File: src/rtl/fetch_queue_pkg.sv
// Shared types and sizing helpers for the fetch-stage instruction queue.
package fetch_queue_pkg;

  localparam int FETCH_QUEUE_DEPTH = 4;
  localparam int FQ_ADDR_WIDTH     = 32;
  localparam int FQ_INSN_WIDTH     = 32;

  // Pointer width: index bits plus one wrap bit.
  function automatic int fq_ptr_width(input int depth);
    return $clog2(depth) + 1;
  endfunction

  typedef logic [fq_ptr_width(FETCH_QUEUE_DEPTH)-1:0] FetchQueueIndex;

  typedef struct packed {
    logic [FQ_ADDR_WIDTH-1:0] pc;
    logic [FQ_INSN_WIDTH-1:0] insn;
    logic                     predTaken;
    logic [FQ_ADDR_WIDTH-1:0] predPc;
  } FetchQueueEntry;

endpackage

File: src/rtl/fetch_queue_ram.sv
// Entry storage for fetch_queue: register array, one synchronous write port,
// one asynchronous read port. Contents are intentionally not reset.
module fetch_queue_ram #(
  parameter int DEPTH = 4,
  parameter int WIDTH = 97
) (
  input  logic                     clk,
  input  logic                     we,
  input  logic [$clog2(DEPTH)-1:0] waddr,
  input  logic [WIDTH-1:0]         wdata,
  input  logic [$clog2(DEPTH)-1:0] raddr,
  output logic [WIDTH-1:0]         rdata
);

  logic [WIDTH-1:0] mem [DEPTH];

  always_ff @(posedge clk) begin
    if (we) mem[waddr] <= wdata;
  end

  assign rdata = mem[raddr];

endmodule

File: src/rtl/fetch_queue.sv
// In-order instruction queue between BTB lookup and decode, flushed on redirect.
// Optional same-cycle bypass when empty: define FETCH_QUEUE_BYPASS_EN.
module fetch_queue
  import fetch_queue_pkg::*;
#(
  parameter int DEPTH      = FETCH_QUEUE_DEPTH,
  parameter int ADDR_WIDTH = FQ_ADDR_WIDTH,
  parameter int INSN_WIDTH = FQ_INSN_WIDTH
) (
  input  logic                     clk,
  input  logic                     rstN,
  input  logic                     enqValid,
  output logic                     enqReady,
  input  logic [ADDR_WIDTH-1:0]    enqPc,
  input  logic [INSN_WIDTH-1:0]    enqInsn,
  input  logic                     enqBtbHit,
  input  logic [ADDR_WIDTH-1:0]    enqBtbPredictedPc,
  input  logic                     flush,
  output logic                     deqValid,
  input  logic                     deqReady,
  output logic [ADDR_WIDTH-1:0]    deqPc,
  output logic [INSN_WIDTH-1:0]    deqInsn,
  output logic                     deqPredTaken,
  output logic [ADDR_WIDTH-1:0]    deqPredPc,
  output logic [$clog2(DEPTH):0]   count
);

  localparam int IDX_W = $clog2(DEPTH);
  localparam int PTR_W = fq_ptr_width(DEPTH);

  typedef struct packed {
    logic [ADDR_WIDTH-1:0] pc;
    logic [INSN_WIDTH-1:0] insn;
    logic                  predTaken;
    logic [ADDR_WIDTH-1:0] predPc;
  } entry_t;

  localparam int ENTRY_W = $bits(entry_t);

  logic [PTR_W-1:0] wr_ptr, rd_ptr;
  logic             empty, full, bypass;
  logic             enq_fire, deq_fire, do_write, do_read;
  entry_t           in_entry, head_entry;

  assign empty    = (wr_ptr == rd_ptr);
  assign full     = (wr_ptr[IDX_W-1:0] == rd_ptr[IDX_W-1:0]) &&
                    (wr_ptr[IDX_W] != rd_ptr[IDX_W]);
  assign enqReady = !full;
  assign count    = wr_ptr - rd_ptr;

  always_comb begin
    in_entry.pc        = enqPc;
    in_entry.insn      = enqInsn;
    in_entry.predTaken = enqBtbHit;
    in_entry.predPc    = enqBtbHit ? enqBtbPredictedPc : enqPc + ADDR_WIDTH'(4);
  end

`ifdef FETCH_QUEUE_BYPASS_EN
  assign bypass = empty && enqValid && !flush;
`else
  assign bypass = 1'b0;
`endif

  assign deqValid = !empty || bypass;
  assign enq_fire = enqValid && enqReady && !flush;
  assign deq_fire = deqValid && deqReady && !flush;
  // A bypassed entry that decode takes immediately is never stored.
  assign do_write = enq_fire && !(bypass && deqReady);
  assign do_read  = deq_fire && !bypass;

  fetch_queue_ram #(
    .DEPTH (DEPTH),
    .WIDTH (ENTRY_W)
  ) u_ram (
    .clk   (clk),
    .we    (do_write),
    .waddr (wr_ptr[IDX_W-1:0]),
    .wdata (in_entry),
    .raddr (rd_ptr[IDX_W-1:0]),
    .rdata (head_entry)
  );

  always_comb begin
    deqPc        = '0;
    deqInsn      = '0;
    deqPredTaken = 1'b0;
    deqPredPc    = '0;
    if (bypass) begin
      deqPc        = in_entry.pc;
      deqInsn      = in_entry.insn;
      deqPredTaken = in_entry.predTaken;
      deqPredPc    = in_entry.predPc;
    end else if (!empty) begin
      deqPc        = head_entry.pc;
      deqInsn      = head_entry.insn;
      deqPredTaken = head_entry.predTaken;
      deqPredPc    = head_entry.predPc;
    end
  end

  always_ff @(posedge clk or negedge rstN) begin
    if (!rstN) begin
      wr_ptr <= '0;
      rd_ptr <= '0;
    end else if (flush) begin
      rd_ptr <= wr_ptr;
    end else begin
      if (do_write) wr_ptr <= wr_ptr + PTR_W'(1);
      if (do_read)  rd_ptr <= rd_ptr + PTR_W'(1);
    end
  end

endmodule

File: config.mk
export PLATFORM = sky130hd
export DESIGN_NAME = fetch_queue
export DESIGN_NICKNAME = d
export VERILOG_FILES = /design/src/rtl/fetch_queue_pkg.sv /design/src/rtl/fetch_queue_ram.sv /design/src/rtl/fetch_queue.sv
export SDC_FILE = /design/constraint.sdc
export NUM_CORES = 1
export LEC_CHECK = 0
export ABC_AREA = 1
export BUFFER_PORTS_ARGS = -buffer_cell sky130_fd_sc_hd__buf_2
export CAP_MARGIN = 20
export CORE_MARGIN = 2
export CORE_UTILIZATION = 40
export CTS_CLUSTER_DIAMETER = 150
export DETAILED_ROUTE_END_ITERATION = 16
export HOLD_SLACK_MARGIN = 0.02
export PLACE_DENSITY = 0.54
export RECOVER_POWER = 25
export SKIP_CTS_REPAIR_TIMING = 1
export SLEW_MARGIN = 20
export SYNTH_ARGS = -nofsm -noshare
export SYNTH_HDL_FRONTEND = slang
export SYNTH_HIERARCHICAL = 1
export SYNTH_SLANG_ARGS = --single-unit
File: constraint.sdc
create_clock -name clk -period 17.2 [get_ports clk]
set_input_delay 2.58 -clock clk [delete_from_list [all_inputs] [get_ports clk]]
set_output_delay 2.58 -clock clk [all_outputs]
set_load 0.01 [all_outputs]
After elaboration in Yosys (flattened, before gate mapping)
Memories as Yosys holds them, arrays and structs flattened. Cells that the tools add are included.

Output and inout port bits: 102. Word-level logic and storage cells: 30. Register bits: 6. Memories kept: 1. Bits in writable memories: 388.

Memories: u_ram.mem (depth 4, width 97, read ports 1, clocked after memory_dff 0, write ports 1, RTL line fetch_queue_ram.sv:15) `logic [WIDTH-1:0] mem [DEPTH];`.

Equal/unequal tests: 3. Add/subtract/negate cells: 4. Reduce and logical (&&, ||, !) cells: 10. Multiplexer cells: 9. Bitwise gates (word level): 1.

Operator list (number): two-way mux 32 bit (4); adder 32 x 3 -> 32 bit (second input constant) (1); adder 3 x 1 -> 3 bit (second input constant) (2); two-way mux 3 bit (2); logical AND 1 bit (5); equality test 3 bit (1); logical NOT 1 bit (3); two-way mux 1 bit (3); subtractor 3 bit (1); equality test 2 bit (1); AND reduction 2 bit (1); nonzero test 2 bit (1); != test 1 bit (1); NOT 1 bit (1).

Logic depth before layout (Yosys ltp)
Gate-level depths: netlist of the first run.

Depth in word-level cells: 7. Gate-level depth with buffers: 9. Mapped depth without buffers: 9.

By module
The synthesis of the first run kept the hierarchy.

By module, submodules not included: fetch_queue_ram (area each 16350.7 um^2, times used 1, cells an instance 1528); fetch_queue (area each 2432.3 um^2, times used 1, cells an instance 529).

Worst setup path before layout of the first run
Ideal clock, no wire load.

Kind: input to register. From: in flush. To: mem u_ram.mem[2][0] (enable). Buffers on the path: 0. Setup slack: 6.991 ns. Cell stages on the path: 5. Arrival time: 9.536 ns. Path through: inv_1 > nand3_1 > inv_1 > inv_1 > nor3_1.

Word-level cells in the longest chain between the ends: 4.

Ends and longest elaborated chain: from (decl) (RTL line fetch_queue.sv:18) `input logic flush,`; logical NOT 1 bit (RTL line fetch_queue.sv:65) `assign enq_fire = enqValid && enqReady && !flush;`; logical AND 1 bit (RTL line fetch_queue.sv:65); named net do_write (RTL line fetch_queue.sv:42) `logic enq_fire, deq_fire, do_write, do_read;`; two-way mux 1 bit (RTL line fetch_queue_ram.sv:18) `if (we) mem[waddr] <= wdata;`; two-way mux 1 bit (implied by the code) (RTL line fetch_queue_ram.sv:18); to (decl) (RTL line fetch_queue_ram.sv:15).

The timed path passes the listed nets, and every way through them passes these cells.

==> summary.md, run 1 <==
| Metric | Value |
|---|---|
| Run status | `finished, final reports clean` |
| Initial Utilization | `40.4%` |
| Gate power share | `between 30% and 40%` |
| Cell Count Post-Placement | `around 2800` |
| CTS tree | `yes` |
| Non-Filler Instances | `a little under 3000` |
| GRT Total Usage | `between 10% and 20%` |
| VDD IR-drop max | `134 uV` |
| Total Die Area | `just under 50000 um2` |
| Total gr overflow | `0` |
| Hold/Removal Path Class | `reg -> reg` |
| Distinct cells, synth | `29` |
| Worst-margin pin slew | `1090 ps` |
| Initial antenna violation count | `1` |
| DRC Markers | `0` |
| Site row count | `about 80` |
| Slowest cell on the critical path | `buf_4` |
| Die Span Y | `221 um` |
| Max Slew Vio Count | `0` |
| Final hold violation count | `0` |
| DP HPWL | `28100 um` |
| Most frequent cells in the layout | `nand2_1 (634), inv_1 (521), edfxtp_1 (388), nand3_1 (228), buf_2 (146)` |
| Met3 usage | `3.62%` |
| First-iteration detailed-routing DRC count | `about 780` |
| RePlAce Congestion | `about 0.8` |
| Total power | `3490 uW` |
| Mapped Cells | `a little over 2000` |
| Vias in the first global route | `between 10000 and 15000` |
| Unrepaired setup endpoints after global routing | `false` |
| Final nets | `2351` |
| Core area | `around 46000 um2` |
| CP delay by family, top | `buffers and inverters` |
| Number of I/O pins | `roughly 200` |
| Busiest grt layer | `met2` |
| Pre-CTS setup slack | `between 10000 and 15000 ps` |
| Clk_lat worst skew | `560 ps` |
| CP arrival | `between 3000 and 4000 ps` |
| Pleak | `0.0102 uW` |
| WP buf/inv | `4` |
| Per-cell routed wire length | `16.1 um` |
| Cells along the critical path | `inv_6 > buf_4 > nand2_1 > nand3_1 > nand2_1 > inv_1 > nor2_1 > buf_2` |
| Vias per cell | `4.58` |
| TNS Setup | `0 ps` |
| Drt total wl | `46400 um` |
| ANT nets after route | `0` |
| Root Driver | `clkbuf_16` |
| Multi-input logic area | `4510 um2` |
| Hold Slack | `about 510 ps` |
| Register area share after synthesis | `between 60% and 70%` |
| Warnings, synthesis | `6` |
| Period Utilization, post-route | `between 30% and 40%` |
| Switching power | `about 1400 uW` |
| Final setup fails | `0` |
| Internal power | `~2100 uW` |
| Largest net degree at the start of global routing | `approximately 110` |
| WS Path Type | `reg -> out` |
| Share of layout cells above drive strength 1 | `a little over a tenth` |
| Most common cell after layout, fill and taps aside | `nand2_1` |
| H-tree depth | `2` |
| Fmax | `155 MHz` |
| Sw frac | `38.9%` |
| CTS Buf Count | `between 40 and 50` |
| First-pass GRT wire length | `between 70000 and 80000 um` |
| Chip width | `around 220 um` |
| Reg power frac | `between 30% and 40%` |
| DR vias | `between 10000 and 15000` |
| Cell Area, Synth | `roughly 19000 um2` |
| Max incr delay on CP | `roughly 940 ps` |
| Max-cap violations | `0` |
| Critical Path Source Type | `flop` |
| Met2 Usage GRT | `around a third` |
| Power density over the cells | `between 150 and 200 nW/um2` |
| Crit end category | `primary output` |
| Clock power frac | `25.0%` |
| Worst Path Required | `~15000 ps` |
| Minimum clock period | `between 6000 and 7000 ps` |
| Fillcell total | `about 4500` |
| Max clock buf depth | `3` |
| Worst-path fanout max | `105` |
| Reg clk slew, reported paths | `around 60 ps` |
| Seq cells post-synth | `around 400` |
| Rel. slew slack | `between 20% and 30%` |
| CTS sink cnt | `between 300 and 400` |
| FF+latch area | `roughly 12000 um2` |
| Setup slack after layout | `approximately 11000 ps` |
| Port buffer count | `slightly above 200` |
| Synth Net Count | `2165` |
| M1 GR Usage | `approximately a quarter` |
| Most frequent CP cell | `nand2_1` |
| Syn Area/Cell | `roughly 9.1 um2` |
| Syn-to-layout area delta | `14.2%` |
| DR pass1 iterations | `5` |
| Fin Clk Skew | `slightly below 20 ps` |
[worst paths after layout]
path	from	end	slack [ps]	cells after the start
hold reg to reg	wr_ptr[2]	wr_ptr[2]	510	1
min in group asynchronous	rstN	wr_ptr[1]	1900	1
max in group asynchronous	rstN	rd_ptr[1]	14990	1
setup reg to reg	rd_ptr[1]	u_ram/mem[1][21]	13200	10
hold / removal	wr_ptr[2]	wr_ptr[2]	510	1
setup / recovery	rd_ptr[0]	deqPc[31]	10770	8
[stage by stage]
| stage | cell area, um2 | util (%) |
|---|---|---|
| after floorplan | 18800 | - |
| after global placement | 20200 | 43.5 |
| after detailed placement | 20200 | 43.5 |
| after CTS | 21500 | 46.3 |
| after global routing | 21500 | 46.2 |
| final | 21500 | 46.2 |
[cell type report]
| cell class | count | area share (%) |
|---|---|---|
| diodes | 2 | 0.0233 |
| clock buffers | 57 | 5.46 |
| clock inverters | 23 | 0.717 |
| inverters | 526 | 9.24 |
| multi-input cells | 1057 | 21.0 |
| flip-flops and latches | 394 | 55.0 |
| well taps | 607 | 3.54 |
| repair buffers | 219 | 4.96 |
[flip-flops by register name, summed over array words and instances (netlist names)]
name / cells
rd_ptr: 3
wr_ptr: 3
u_ram/mem: 388
[cell usage after synthesis (all sizes together)]
| master | count | area, um2 |
|---|---|---|
| nand2 | 641 | 2430 |
| inv | 526 | 1980 |
| edfxtp | 388 | 11700 |
| nand3 | 228 | 1140 |
| nor2 | 144 | 611 |
| buf | 66 | 459 |
| clkbuf | 14 | 52.6 |
| o21ai | 12 | 60.1 |
| dfrtp | 6 | 150 |
| or2 | 6 | 37.5 |
| xor2 | 6 | 52.6 |
| ha | 5 | 62.6 |
| nor3 | 5 | 25.0 |
| a21oi | 3 | 15.0 |
| and2 | 3 | 18.8 |
| a31oi | 1 | 6.26 |
| fa | 1 | 20.0 |
| o21a | 1 | 7.51 |
| o21bai | 1 | 7.51 |
[routing by layer]
layer / wire, um / share of wire (%) / vias up
li1: - / - / 6648
met1: 20700 / 45 / 6165
met2: 22100 / 48 / 311
met3: 2490 / 5.4 / 79
met4: 1110 / 2.4 / 0
met5: 0 / 0 / -
[cells by family (layout without fill, tap and decap cells)]
logic type               Yosys count  count (layout)  synth area share, %
adder cells (fa/ha/maj)            6               6                0.440
buffers and inverters            606             825                 13.2
AND/OR/NAND/NOR                 1027            1027                 22.7
flip-flops                       394             394                 62.8
AO/OA/AOI/OAI                     18              18                0.513
other                              0               2                    0
XOR/XNOR                           6               6                0.280
[power by group through the flow]
stage               Clock, uW  Combinational, uW  Sequential, uW
global route              936               1550            1270
floorplan                   0                965            1250
detailed placement          0               1390            1280
finish                    874               1360            1260
CTS                       899               1400            1260
global placement            0               1390            1280
(Power assumes the default switching activity.)
==> inputs of run 2 (changes only) <==
ABC_AREA = 0   (was 1)
PLACE_DENSITY = 0.55   (was 0.54)
clock period = 6.28 ns   (was 17.2 ns; I/O delays follow)
==> run 2 against run 1 <==
Sequential share of layout area is 7.2 points higher; critical endpoint is now deqPc[11]; power grew to 2.5 times the previous value; sequential power grew to 2.7 times the previous value; cell area is 12% lower; setup slack worse by 8200 ps; non-clock buffer count is 3 lower.
==> summary.md, run 2 <==
| Metric | Value |
|---|---|
| Run status | `finished, final reports clean` |
| Max-cap violations | `0` |
| Vias in the first global route | `between 8000 and 9000` |
| CTS tree | `yes` |
| Period Utilization, post-route | `between 50 and 60%` |
| Seq cells post-synth | `between 300 and 400` |
| Max clock buf depth | `3` |
| CTS Buf Count | `43` |
| Max reg flops | `388` |
| DRC Markers | `0` |
| Power density over the cells | `around 460 nW/um2` |
| Cell Area, Synth | `roughly 16000 um2` |
| RePlAce Congestion | `between 0.7 and 0.8` |
| Max Slew Vio Count | `0` |
| Minimum clock period | `around 3700 ps` |
| Top FF cell, synth | `edfxtp_1` |
| Switching power | `~2800 uW` |
| Top cells by area, synth | `edfxtp_1 (73%), mux4_2 (14%), nor2b_1 (3.8%)` |
| Top cell type's share of synthesized area | `between 70% and 80%` |
| Die Span Y | `204 um` |
| Synth Net Count | `around 940` |
| Fmax | `around 270 MHz` |
| Sw frac | `between 30 and 40%` |
| Total Die Area | `between 40000 and 50000 um2` |
| EDFF count, synth | `~390` |
| Biggest register | `u_ram/mem` |
| Worst Path Required | `5340 ps` |
| Syn Area/Cell | `19.3 um2` |
| Fin Clk Skew | `around 17 ps` |
| Crit end category | `primary output` |
| Share of layout cells above drive strength 1 | `between 30% and 40%` |
| Largest regs | `u_ram/mem: 388 flops, rd_ptr: 3 flops, wr_ptr: 3 flops` |
| Asr flop ratio synth | `1.52%` |
| Final nets | `about 1200` |
| Final hold violation count | `0` |
| R2r startpoint | `rd_ptr[1]` |
| Most common cell after layout, fill and taps aside | `edfxtp_1` |
| Site row count | `73` |
| Chip width | `a little over 200 um` |
| Number of I/O pins | `about 200` |
| ANT nets after route | `0` |
| FF+latch area | `between 10000 and 15000 um2` |
| Largest net degree at the start of global routing | `100` |
| Reg clk slew, reported paths | `around 60 ps` |
| Critical Path Source Type | `flop` |
| Drt total wl | `34900 um` |
| Antenna cells | `0` |
| Most frequent cell after synthesis | `edfxtp_1` |
| Crit path launch | `rd_ptr[1]` |
| Per-cell routed wire length | `21.7 um` |
| Most frequent cells in the layout | `edfxtp_1 (388), buf_2 (147), nor2b_1 (97), mux4_2 (97), clkbuf_1 (63)` |
| Mapped Cells | `830` |
| Warnings, synthesis | `6` |
| Fillcell total | `~3400` |
| Leading area contributor after synthesis | `edfxtp_1` |
| VDD IR-drop max | `around 250 uV` |
| Hold/Removal Path Class | `in -> async` |
| H-tree depth | `2` |
| Hold Slack | `between 200 and 300 ps` |
| WS Path Type | `reg -> out` |
| Worst-margin pin slew | `between 900 and 1000 ps` |
| Initial Utilization | `between 40% and 50%` |
| Unrepaired setup endpoints after global routing | `false` |
| Gate power share | `between 30% and 40%` |
| Final setup fails | `0` |
| Initial antenna violation count | `2` |
| TNS Setup | `0 ps` |
| Total gr overflow | `0` |
| Register area share after synthesis | `approximately three quarters` |
| Pleak | `around 0.0063 uW` |
| First-pass GRT wire length | `52300 um` |
| CP arrival | `around 2700 ps` |
| CTS sink cnt | `about 390` |
| Clock power frac | `between 20% and 30%` |
| Rel. slew slack | `34.5%` |
| Vias per cell | `5.25` |
| DR vias | `8442` |
| Port buffer count | `203` |
| Internal power | `roughly 6100 uW` |
| Distinct cells, synth | `43` |
| Worst-path fanout max | `51` |
| Syn-to-layout area delta | `18.3%` |
| Root Driver | `clkbuf_16` |
| Multi-input logic area | `~4000 um2` |
| Core area | `39600 um2` |
| First-iteration detailed-routing DRC count | `~590` |
| DP HPWL | `slightly above 20000 um` |
| GRT Total Usage | `between 15 and 20%` |
| Clk_lat worst skew | `about 540 ps` |
| Reg power frac | `a little under two fifths` |
| Synth cell count leaders | `edfxtp_1 (388), mux4_2 (97), nor2b_1 (97), nand2_1 (32), o21ai_0 (23)` |
| DR pass1 iterations | `5` |
## run 2: changes by cell type after synthesis, sizes merged, moves of 47 or more
cell / change
nand3: -214
nor2: -123
buf: -47
nand2: -609
mux4: +97
inv: -512
nor2b: +97
## run 2: routing by layer
layer  track usage, %  routed length, um  up-vias
met5                0                 28        -
met4             3.75                593        4
met3             3.19               2200       51
met2             26.3              16400      292
met1             24.6              15700     4323
li1                 -                  -     3772
## run 2: path summary, 6_finish.rpt
check / slack (ps) / cells after the start / to
worst max-delay path: 2600 / 7 / deqPc[11]
worst min-delay path: 280 / 1 / rd_ptr[0]
worst max register to register: 2620 / 5 / u_ram/mem[3][12]
worst min register to register: 520 / 1 / wr_ptr[2]
max in group asynchronous: 5710 / 1 / rd_ptr[1]
min in group clk: 520 / 1 / wr_ptr[2]
## run 2: power by group through the flow
stage	logic, uW	registers (uW)	clock network (uW)
final	2990	3360	2460
after global routing	3280	3390	2630
after CTS	3100	3370	2530
after detailed placement	3090	3420	0
after global placement	3090	3410	0
after floorplan	1980	3380	0
## run 2: layout make-up
type,instances,share of cell area [%]
Sequential cell,394,62.2
Clock buffer,52,6.07
Clock inverter,27,1.23
Multi-Input combinational cell,380,21.0
Tap cell,525,3.46
Inverter,15,0.297
Timing Repair Buffer,216,5.75
## run 2: kinds of logic (layout without fill, tap and decap cells)
logic type / count (synthesis) / in the layout / synth area share, %
DFF: 394 / 394 / 73.6
xor gates and xnor gates: 19 / 19 / 1.04
muxes: 101 / 101 / 13.9
AOI/OAI and AO/OA: 50 / 50 / 1.87
buffers and inverters: 56 / 310 / 1.79
and+or+nand+nor: 204 / 204 / 7.34
adders and majority gates: 6 / 6 / 0.515
## run 2: worst max-delay path, stage by stage (launching register included)
cell and delay (ps):
dfrtp_4 710, inv_1 90, ha_1 320, nand2_1 120, nor2_4 100, buf_4 500, nor2b_1 130, buf_2 170
## run 2: per-stage QoR
stage / cells / power [uW] / utilization, % / cell area, um2 / setup slack [ps]
6_report: 1609 / 8810 / 47.9 / 19000 / 2600
5_1_grt: 1609 / 9300 / 47.9 / 19000 / 2320
4_1_cts: 1608 / 9000 / 48.1 / 19100 / 2490
3_5_place_dp: 1529 / 6510 / 44.6 / 17700 / 2560
3_3_place_gp: 1529 / 6500 / 44.6 / 17700 / 2610
2_1_floorplan: 830 / 5370 / - / 16000 / 358
==> inputs of run 3 (changes only) <==
clock period = 3.7 ns   (was 6.28 ns; I/O delays follow)
==> run 3 against run 2 <==
Critical endpoint is now deqPc[19]; combinational power increased by 81%; global-route usage increased by 1.3 points; wire length increased by 4.8%; core utilization increased by 0.40 points; sequential share of layout area decreased by 0.50 points; critical path depth decreased by 3; setup slack got worse by 2100 ps; sequential power increased by 70%; first-iteration DRC count decreased by 15%; critical path type unchanged; count of clock-buffer cells in the layout increased by 2; die area unchanged.
==> summary.md, run 3 (synthesis results as in run 2) <==
| Metric | Value |
|---|---|
| Share of layout cells above drive strength 1 | `between 30% and 40%` |
| Max Slew Vio Count | `0` |
| Core area | `around 40000 um2` |
| Critical Path Source Type | `flop` |
| Total Die Area | `~42000 um2` |
| Rel. slew slack | `52.9%` |
| Fmax | `between 300 and 400 MHz` |
| Crit end category | `primary output` |
| CTS Buf Count | `44` |
| RePlAce Congestion | `0.746` |
| Biggest register | `u_ram/mem` |
| Die Span Y | `about 200 um` |
| Syn-to-layout area delta | `19.3%` |
| Most common cell after layout, fill and taps aside | `edfxtp_1` |
| Multi-input logic area | `~4000 um2` |
| TNS Setup | `0 ps` |
| Slowest cell on the critical path | `dfrtp_4` |
| Clk_lat worst skew | `around 550 ps` |
| Largest net degree at the start of global routing | `between 100 and 150` |
| Hold/Removal Path Class | `in -> reg` |
| CP arrival | `around 2600 ps` |
| Power density over the cells | `slightly below 800 nW/um2` |
| Period Utilization, post-route | `between 80 and 90%` |
| DR vias | `8549` |
| CTS sink cnt | `just under 400` |
| VDD IR-drop max | `~530 uV` |
| Unrepaired setup endpoints after global routing | `false` |
| Setup slack after layout | `502 ps` |
| Non-Filler Instances | `roughly 1600` |
| DR pass1 iterations | `5` |
| Initial Utilization | `about 40%` |
| Hold Slack | `roughly 270 ps` |
| Worst-margin pin slew | `about 700 ps` |
| Root Driver | `clkbuf_16` |
| Fin Clk Skew | `approximately 9.9 ps` |
| CTS tree | `yes` |
| FF+latch area | `between 10000 and 15000 um2` |
| Pre-CTS setup slack | `~860 ps` |
| Final hold violation count | `0` |
| Vias in the first global route | `roughly 8900` |
| Worst Path Required | `3140 ps` |
| DRC Markers | `0` |
| First-iteration detailed-routing DRC count | `between 500 and 600` |
| Max incr delay on CP | `720 ps` |
| Total gr overflow | `0` |
| Largest regs | `u_ram/mem: 388 flops, rd_ptr: 3 flops, wr_ptr: 3 flops` |
| Chip width | `between 200 and 250 um` |
| Drt total wl | `~37000 um` |
| Antenna cells | `0` |
| Run status | `finished, final reports clean` |
| Initial antenna violation count | `3` |
| Reg clk slew, reported paths | `60 ps` |
| H-tree depth | `2` |
| ANT nets after route | `0` |
| Max-cap violations | `0` |
| Most frequent cells in the layout | `edfxtp_1 (388), buf_2 (146), nor2b_1 (97), mux4_2 (97), clkbuf_1 (66)` |
| Final setup fails | `0` |
| Fillcell total | `about 3400` |
| Cells along the critical path | `buf_12 > mux4_2 > nor2b_1 > buf_2` |
| Per-cell routed wire length | `22.6 um` |
| Final core utilization | `around half` |
| Pleak | `~0.0063 uW` |
| Worst-path fanout max | `47` |
| DP HPWL | `~22000 um` |
| GRT Total Usage | `18.1%` |
| Port buffer count | `approximately 200` |
| WS Path Type | `reg -> out` |
| Final nets | `1171` |
| Vias per cell | `around 5.3` |
| Number of I/O pins | `slightly above 200` |
| First-pass GRT wire length | `55700 um` |
| Max clock buf depth | `3` |
| Cell Count Post-Placement | `approximately 1500` |
| Max reg flops | `between 300 and 400` |
| Minimum clock period | `between 3000 and 4000 ps` |
| Site row count | `73` |
run 3: changes by cell type in the layout (fill, tap and decap cells not counted), moves of 3 or more:
| cell | previous run | this run |
|---|---|---|
| bufinv_16 | 4 | 1 |
| buf_12 | 4 | 12 |
| buf_4 | 8 | 12 |
| clkbuf_1 | 63 | 66 |
run 3: metal layers:
metal	vias to the layer above	part of all wire, %	GRT usage [%]
li1	3802	-	-
met1	4440	45	25.4
met2	247	47	28.4
met3	54	6.2	3.81
met4	6	2.0	5.38
met5	-	0.13	0
run 3: worst paths after layout:
kind                                    endpoint  slack [ps]  depth (start not counted)       start
max in group asynchronous              rd_ptr[1]        3160                          2        rstN
worst min register to register         wr_ptr[2]         520                          1   wr_ptr[2]
worst max register to register  u_ram/mem[2][72]        1020                          4   rd_ptr[0]
worst min-delay path            u_ram/mem[1][41]         270                          1  enqInsn[8]
worst max-delay path                   deqPc[19]         500                          4   rd_ptr[0]
min in group asynchronous              rd_ptr[0]         360                          2        rstN
run 3: final cells by class:
cell class / count / area share [%]
well taps: 525 / 3.43
flip-flops and latches: 394 / 61.7
clock inverters: 25 / 0.765
clock buffers: 54 / 6.06
inverters: 15 / 0.294
multi-input cells: 380 / 21.0
repair buffers: 228 / 6.71
run 3: per-stage QoR:
| stage | instance area, um2 | total power [uW] |
|---|---|---|
| 6_report | 19100 | 15100 |
| 5_1_grt | 19100 | 15900 |
| 4_1_cts | 19200 | 15400 |
| 3_5_place_dp | 17900 | 11400 |
| 3_3_place_gp | 17900 | 11400 |
| 2_1_floorplan | 16100 | 9140 |
run 3: power by group:
part / switching (uW) / internal, uW
clock network: 1670 / 2290
logic: 3010 / 2400
registers: 205 / 5510
total: 4880 / 10200
run 3: worst max-delay path: cells and delay by family (launching register included):
family / cells / cell delay (ps)
DFF: 1 / 720
buffers and inverters: 2 / 580
muxes: 1 / 560
and+or+nand+nor: 1 / 170
